==> src/rtl/mem_arb_pkg.sv <==
// Shared encodings for the unified-memory port arbiter.
package mem_arb_pkg;

    // IDLE: nothing outstanding. WAIT: counting down to the response cycle.
    typedef enum logic {
        ST_IDLE = 1'b0,
        ST_WAIT = 1'b1
    } arb_state_e;

    // Which requester owns the outstanding transaction.
    typedef enum logic {
        OWN_IF = 1'b0,
        OWN_D  = 1'b1
    } owner_e;

    // Data is treated as the last winner out of reset, so fetch wins the first tie.
    localparam owner_e LAST_GRANT_RST = OWN_D;

endpackage

==> src/rtl/rr_arb2.sv <==
// Two-way round-robin picker: on a tie the requester that did not win last time wins.
module rr_arb2
    import mem_arb_pkg::*;
(
    input  logic [1:0] req,        // [0] = fetch, [1] = data
    input  owner_e     last_grant,
    input  logic       en,
    output logic [1:0] gnt,        // one-hot, all zero when en is low
    output owner_e     winner
);

    // Pick the winner and gate the one-hot grant with the enable.
    always_comb begin
        winner = OWN_IF;
        if (req[1] && (!req[0] || (last_grant == OWN_IF))) begin
            winner = OWN_D;
        end
        gnt = 2'b00;
        if (en && (req != 2'b00)) begin
            gnt = (winner == OWN_D) ? 2'b10 : 2'b01;
        end
    end

endmodule

==> src/rtl/mem_port_arbiter.sv <==
// Shares one single-ported memory between instruction fetch and data load/store.
// One transaction may be outstanding; its response returns MEM_LAT cycles after
// the command. A new command may be issued in the response cycle of the previous one.
//
// Handshake: a requester raises req with address/data and holds them until it sees
// gnt in the same cycle; the command is taken in that cycle only. Exactly MEM_LAT
// cycles later rvalid pulses for one cycle (load data, or a store acknowledge with
// zero data). There is no backpressure on rvalid. busy_o mirrors the FSM state
// (1 = WAIT) for observation.
module mem_port_arbiter
    import mem_arb_pkg::*;
#(
    parameter int ADDR_W  = 32,
    parameter int DATA_W  = 32,
    parameter int MEM_LAT = 2
) (
    input  logic              clk,
    input  logic              rst,
    input  logic              if_req_i,
    input  logic [ADDR_W-1:0] if_addr_i,
    output logic              if_gnt_o,
    output logic              if_rvalid_o,
    output logic [DATA_W-1:0] if_rdata_o,
    input  logic              d_req_i,
    input  logic              d_wr_i,
    input  logic [ADDR_W-1:0] d_addr_i,
    input  logic [DATA_W-1:0] d_wdata_i,
    output logic              d_gnt_o,
    output logic              d_rvalid_o,
    output logic [DATA_W-1:0] d_rdata_o,
    output logic              mem_en_o,
    output logic              mem_we_o,
    output logic [ADDR_W-1:0] mem_addr_o,
    output logic [DATA_W-1:0] mem_wdata_o,
    input  logic [DATA_W-1:0] mem_rdata_i,
    output logic              busy_o
);

    localparam int               CNT_W    = $clog2(MEM_LAT + 1);
    localparam logic [CNT_W-1:0] CNT_LOAD = CNT_W'(MEM_LAT - 1);

    arb_state_e       state_q;
    logic [CNT_W-1:0] cnt_q;
    owner_e           owner_q;
    owner_e           last_grant_q;
    logic             is_wr_q;

    logic             resp_cycle;
    logic             can_grant;
    logic             grant;
    logic [1:0]       gnt;
    owner_e           winner;

    // The response cycle doubles as a grant slot so transactions can run back to back.
    // Gating with rst keeps every output low while reset is held, even with requests up.
    assign resp_cycle = (state_q == ST_WAIT) && (cnt_q == '0);
    assign can_grant  = rst && ((state_q == ST_IDLE) || resp_cycle);
    assign grant      = |gnt;

    rr_arb2 u_rr_arb2 (
        .req        ({d_req_i, if_req_i}),
        .last_grant (last_grant_q),
        .en         (can_grant),
        .gnt        (gnt),
        .winner     (winner)
    );

    // Grant-cycle memory command and response-cycle return path.
    always_comb begin
        if_gnt_o    = gnt[0];
        d_gnt_o     = gnt[1];
        mem_en_o    = grant;
        mem_we_o    = gnt[1] & d_wr_i;
        mem_addr_o  = '0;
        mem_wdata_o = '0;
        if (grant) begin
            mem_addr_o  = (winner == OWN_D) ? d_addr_i : if_addr_i;
            mem_wdata_o = d_wdata_i;
        end
        if_rvalid_o = resp_cycle && (owner_q == OWN_IF);
        d_rvalid_o  = resp_cycle && (owner_q == OWN_D);
        if_rdata_o  = (if_rvalid_o && !is_wr_q) ? mem_rdata_i : '0;
        d_rdata_o   = (d_rvalid_o && !is_wr_q) ? mem_rdata_i : '0;
        busy_o      = (state_q == ST_WAIT);
    end

    // FSM: capture the owner on grant, count down to the response cycle, then idle.
    always_ff @(posedge clk or negedge rst) begin
        if (!rst) begin
            state_q      <= ST_IDLE;
            cnt_q        <= '0;
            owner_q      <= OWN_IF;
            last_grant_q <= LAST_GRANT_RST;
            is_wr_q      <= 1'b0;
        end else if (grant) begin
            state_q      <= ST_WAIT;
            cnt_q        <= CNT_LOAD;
            owner_q      <= winner;
            last_grant_q <= winner;
            is_wr_q      <= mem_we_o;
        end else if (state_q == ST_WAIT) begin
            if (cnt_q == '0) begin
                state_q <= ST_IDLE;
            end else begin
                cnt_q <= cnt_q - CNT_W'(1);
            end
        end
    end

endmodule

==> config.mk <==
export PLATFORM = sky130hd
export DESIGN_NAME = mem_port_arbiter
export DESIGN_NICKNAME = d
export VERILOG_FILES = /design/src/rtl/mem_arb_pkg.sv /design/src/rtl/rr_arb2.sv /design/src/rtl/mem_port_arbiter.sv
export SDC_FILE = /design/constraint.sdc
export NUM_CORES = 1
export LEC_CHECK = 0
export CORE_AREA = 2 2 103 105
export DETAILED_ROUTE_END_ITERATION = 8
export DIE_AREA = 0 0 105 107
export HOLD_SLACK_MARGIN = 0.02
export PLACE_DENSITY = 0.73
export SLEW_MARGIN = 10
export SYNTH_ARGS = -nofsm -noshare
export SYNTH_HDL_FRONTEND = slang
export SYNTH_SLANG_ARGS = --single-unit
==> constraint.sdc <==
create_clock -name clk -period 1.9 [get_ports clk]
set_input_delay 0.57 -clock clk [delete_from_list [all_inputs] [get_ports clk]]
set_output_delay 0.57 -clock clk [all_outputs]
set_load 0.02 [all_outputs]
==> results <==
what timing repair did:
action | in CTS | in global routing
endpoints found under the setup margin | 135 | 135
buffers inserted | 7 | 11
gates cloned | 4 | 9
resized for setup | 585 | 161
endpoints found under the hold margin | 0 | 0
pin swaps | 30 | 15
hold buffers | 0 | 0
where the power goes:
group | internal, W | switching, W
Clock | 0.000145 | 0.0000625
Sequential | 0.000203 | 0.0000632
Combinational | 0.00206 | 0.00151
metrics by stage:
stage | instance area (um^2) | util | setup TNS [ns] | power [W] | std cells
CTS | 4810 | 0.476 | -47.62 | 0.00361 | 596
floorplan | 1760 | - | -3.56 | 0.00190 | 175
finish | 5190 | 0.514 | -48.15 | 0.00405 | 612
global placement | 4650 | 0.461 | -96.72 | 0.00324 | 581
global route | 5190 | 0.514 | -54.15 | 0.00425 | 612
detailed placement | 4650 | 0.461 | -98.23 | 0.00328 | 581
worst max-delay path by stage:
stage / from / endpoint / slack (ns) / cells past startpoint
finish: d_req_i / mem_wdata_o[21] / -0.46 / 7
global route: d_req_i / mem_wdata_o[21] / -0.50 / 7
CTS: cnt_q[1] / mem_addr_o[26] / -0.45 / 8
detailed placement: d_req_i / mem_addr_o[1] / -1.05 / 6
global placement: d_req_i / mem_addr_o[0] / -1.02 / 6
floorplan: cnt_q[1] / mem_addr_o[25] / -0.11 / 8
placed cells by master, fill, tap and decap left out, drive strengths merged:
master	n
buf	151
ha	1
nand2	5
dlygate4sd2	1
and4	1
inv	4
dlymetal6s2s	1
and3	1
xnor2	1
a21o	2
dfrtp	5
o2111a	1
nand2b	1
o22ai	1
clkbuf	11
o211ai	1
nor3	1
dfstp	1
and2	97
nor2	1
and2b	1
clkdlybuf4s50	129
clkdlybuf4s15	25
a22o	33
layer usage:
| layer | global-route usage | wire length (um) | up-vias | share of wire |
|---|---|---|---|---|
| met3 | 0.0371 | 771 | 12 | 0.081 |
| met5 | 0 | 0 | - | 0 |
| met1 | 0.139 | 3270 | 1168 | 0.34 |
| met4 | 0.0276 | 163 | 0 | 0.017 |
| met2 | 0.279 | 5300 | 147 | 0.56 |
| li1 | - | - | 1192 | - |
kinds of logic after synthesis:
group           share of synthesized area
buf+inv                             0.101
simple gates                        0.514
fa+ha+maj                         0.00949
compound gates                      0.254
xor+xnor                          0.00664
flops                               0.115
final cells by class:
type                            count  area share
Inverter                            4     0.00289
Timing Repair Buffer              314       0.635
Tap cell                          136      0.0328
Clock buffer                        4     0.00868
Sequential cell                     6      0.0294
Multi-Input combinational cell    148       0.291
flip-flops by register name (all words and copies together) (netlist names):
| register | cells |
|---|---|
| last_grant_q | 1 |
| is_wr_q | 1 |
| cnt_q | 2 |
| busy_o | 1 |
| owner_q | 1 |
cell usage after synthesis, drive strengths merged:
| cell type | count | area (um^2) |
|---|---|---|
| inv | 4 | 15.0 |
| nand2b | 1 | 13.8 |
| and4 | 1 | 11.3 |
| and2b | 1 | 7.51 |
| nand2 | 5 | 18.8 |
| xnor2 | 1 | 8.76 |
| and3 | 1 | 6.26 |
| o2111a | 1 | 12.5 |
| nor3 | 1 | 10.0 |
| and2 | 97 | 607 |
| o22ai | 1 | 6.26 |
| buf | 10 | 86.3 |
| ha | 1 | 12.5 |
| o211ai | 1 | 12.5 |
| dfstp | 1 | 26.3 |
| nor2 | 1 | 3.75 |
| a21o | 2 | 15.0 |
| clkbuf | 7 | 31.3 |
| a22o | 33 | 289 |
| dfrtp | 5 | 125 |
==> reports/metrics.csv <==
stage,metric,value,unit
setup_path,r2r_slack,0.26,ns
grt,grt_pass1_vias,2550,
setup_path,path_max_fanout,34,
grt,grt_max_degree,35,
sta,maxSlewViolCount,0,
clock_network,numCtsBuffers,3,
sta,worst_pin_slew,0.267,ns
grt,grt_pass1_wl,12500,um
yosys,yosys.cell_types.count,24,
setup_path,rr_startpoint,cnt_q[1],
route,wl_per_cell,15.5,um
final_layout,nNetsFinal,611,
die,start_util,0.131,
setup_path,r2r-end,is_wr_q,
hold_path,min_path_type,in -> async,
grt,grt_antenna_before_repair,0,
die,fp.coreArea,10100,um^2
route,drc_errors,0,
placed_design,routabilityCongestion,0.786,
sta,setup_violations,132,
setup_path,critPathTopFamily,buffers and inverters,
route,drt-total-wl,9500,um
sta,max_slew_margin,0.822,
die,core.rowCount,37,
route,vias,2519,
run_status,violations,negative setup slack,
die,dieArea,11200,um^2
sta,setup_ws,-0.462,ns
setup_path,path_buf_inv,5,
route,dr.pass1.iters,4,
power_and_ir_drop,power_density,781,nW/um^2
route,antenna_left,0,
setup_path,path_cells,clkdlybuf4s15_1 -> buf_4 -> o211ai_2 -> inv_2 -> buf_12 -> and2_2 -> clkdlybuf4s15_2,
die,top_level_ports,268,
placed_design,io_buffers,267,
yosys,synth_seq_cells,6,
route,via_per_inst,4.12,
setup_path,ff2ff_path_depth,8,
yosys,yosys_warnings,0,
setup_path,crit_path_max_incr_delay,0.25,ns
power_and_ir_drop,leakage,2.46,nW
yosys,netlist_instances,175,
final_layout,final-seq-area,153,um^2
grt,grt-ovfl-total,0,
sta,holdWs,0.480,ns
setup_path,worst_ep_arrival_time,1.79,ns
clock_network,cts_tree,done,
die,die_x,105,um
sta,rsz0062_at_grt,yes,
yosys,syn-num-nets,309,
final_layout,nFillCells,893,
die,die_h,107,um
sta,fmax,423,MHz
final_layout,drive_above_1_share,0.658,
run,maxCapViolCount,0,
clock_network,clk_pin_slew,0.04,ns
grt,grt_use_total,0.137,
sta,fin_skew,0.00418,ns
clock_network,clock_sinks,6,
yosys,synth.cell_area,1320,um^2
setup_path,slowest_stage,clkdlybuf4s15_2,
clock_network,ctsLongestPathBuffers,2,
sta,period_share,1.24,
route,drt_iter0_drc,78,
clock_network,cts-root-buf,clkbuf_8,
yosys,ys_seq_area_frac,0.115,
setup_path,worstSetupPathType,in -> out,
final_layout,multi_input_area,1510,um^2
final_layout,area_delta_synth_final,294,%
sta,fin_crit,2.36,ns
setup_path,required,1.33,ns
power_and_ir_drop,ir_drop,0.000330,V
clock_network,insertion_delay,0.23,ns
sta,hold_violations,0,
final_layout,diodes,0,
clock_network,cts-htree-levels,1,
setup_path,cp-start-kind,input pin,
run_status,status,"complete, but fails checks",
yosys,synth_area_per_cell,7.54,um^2
setup_path,critPathCaptureType,primary output,
placed_design,pre_cts_ws,-1.05,ns
placed_design,hpwl,6910,um
(Power assumes the default switching activity.)
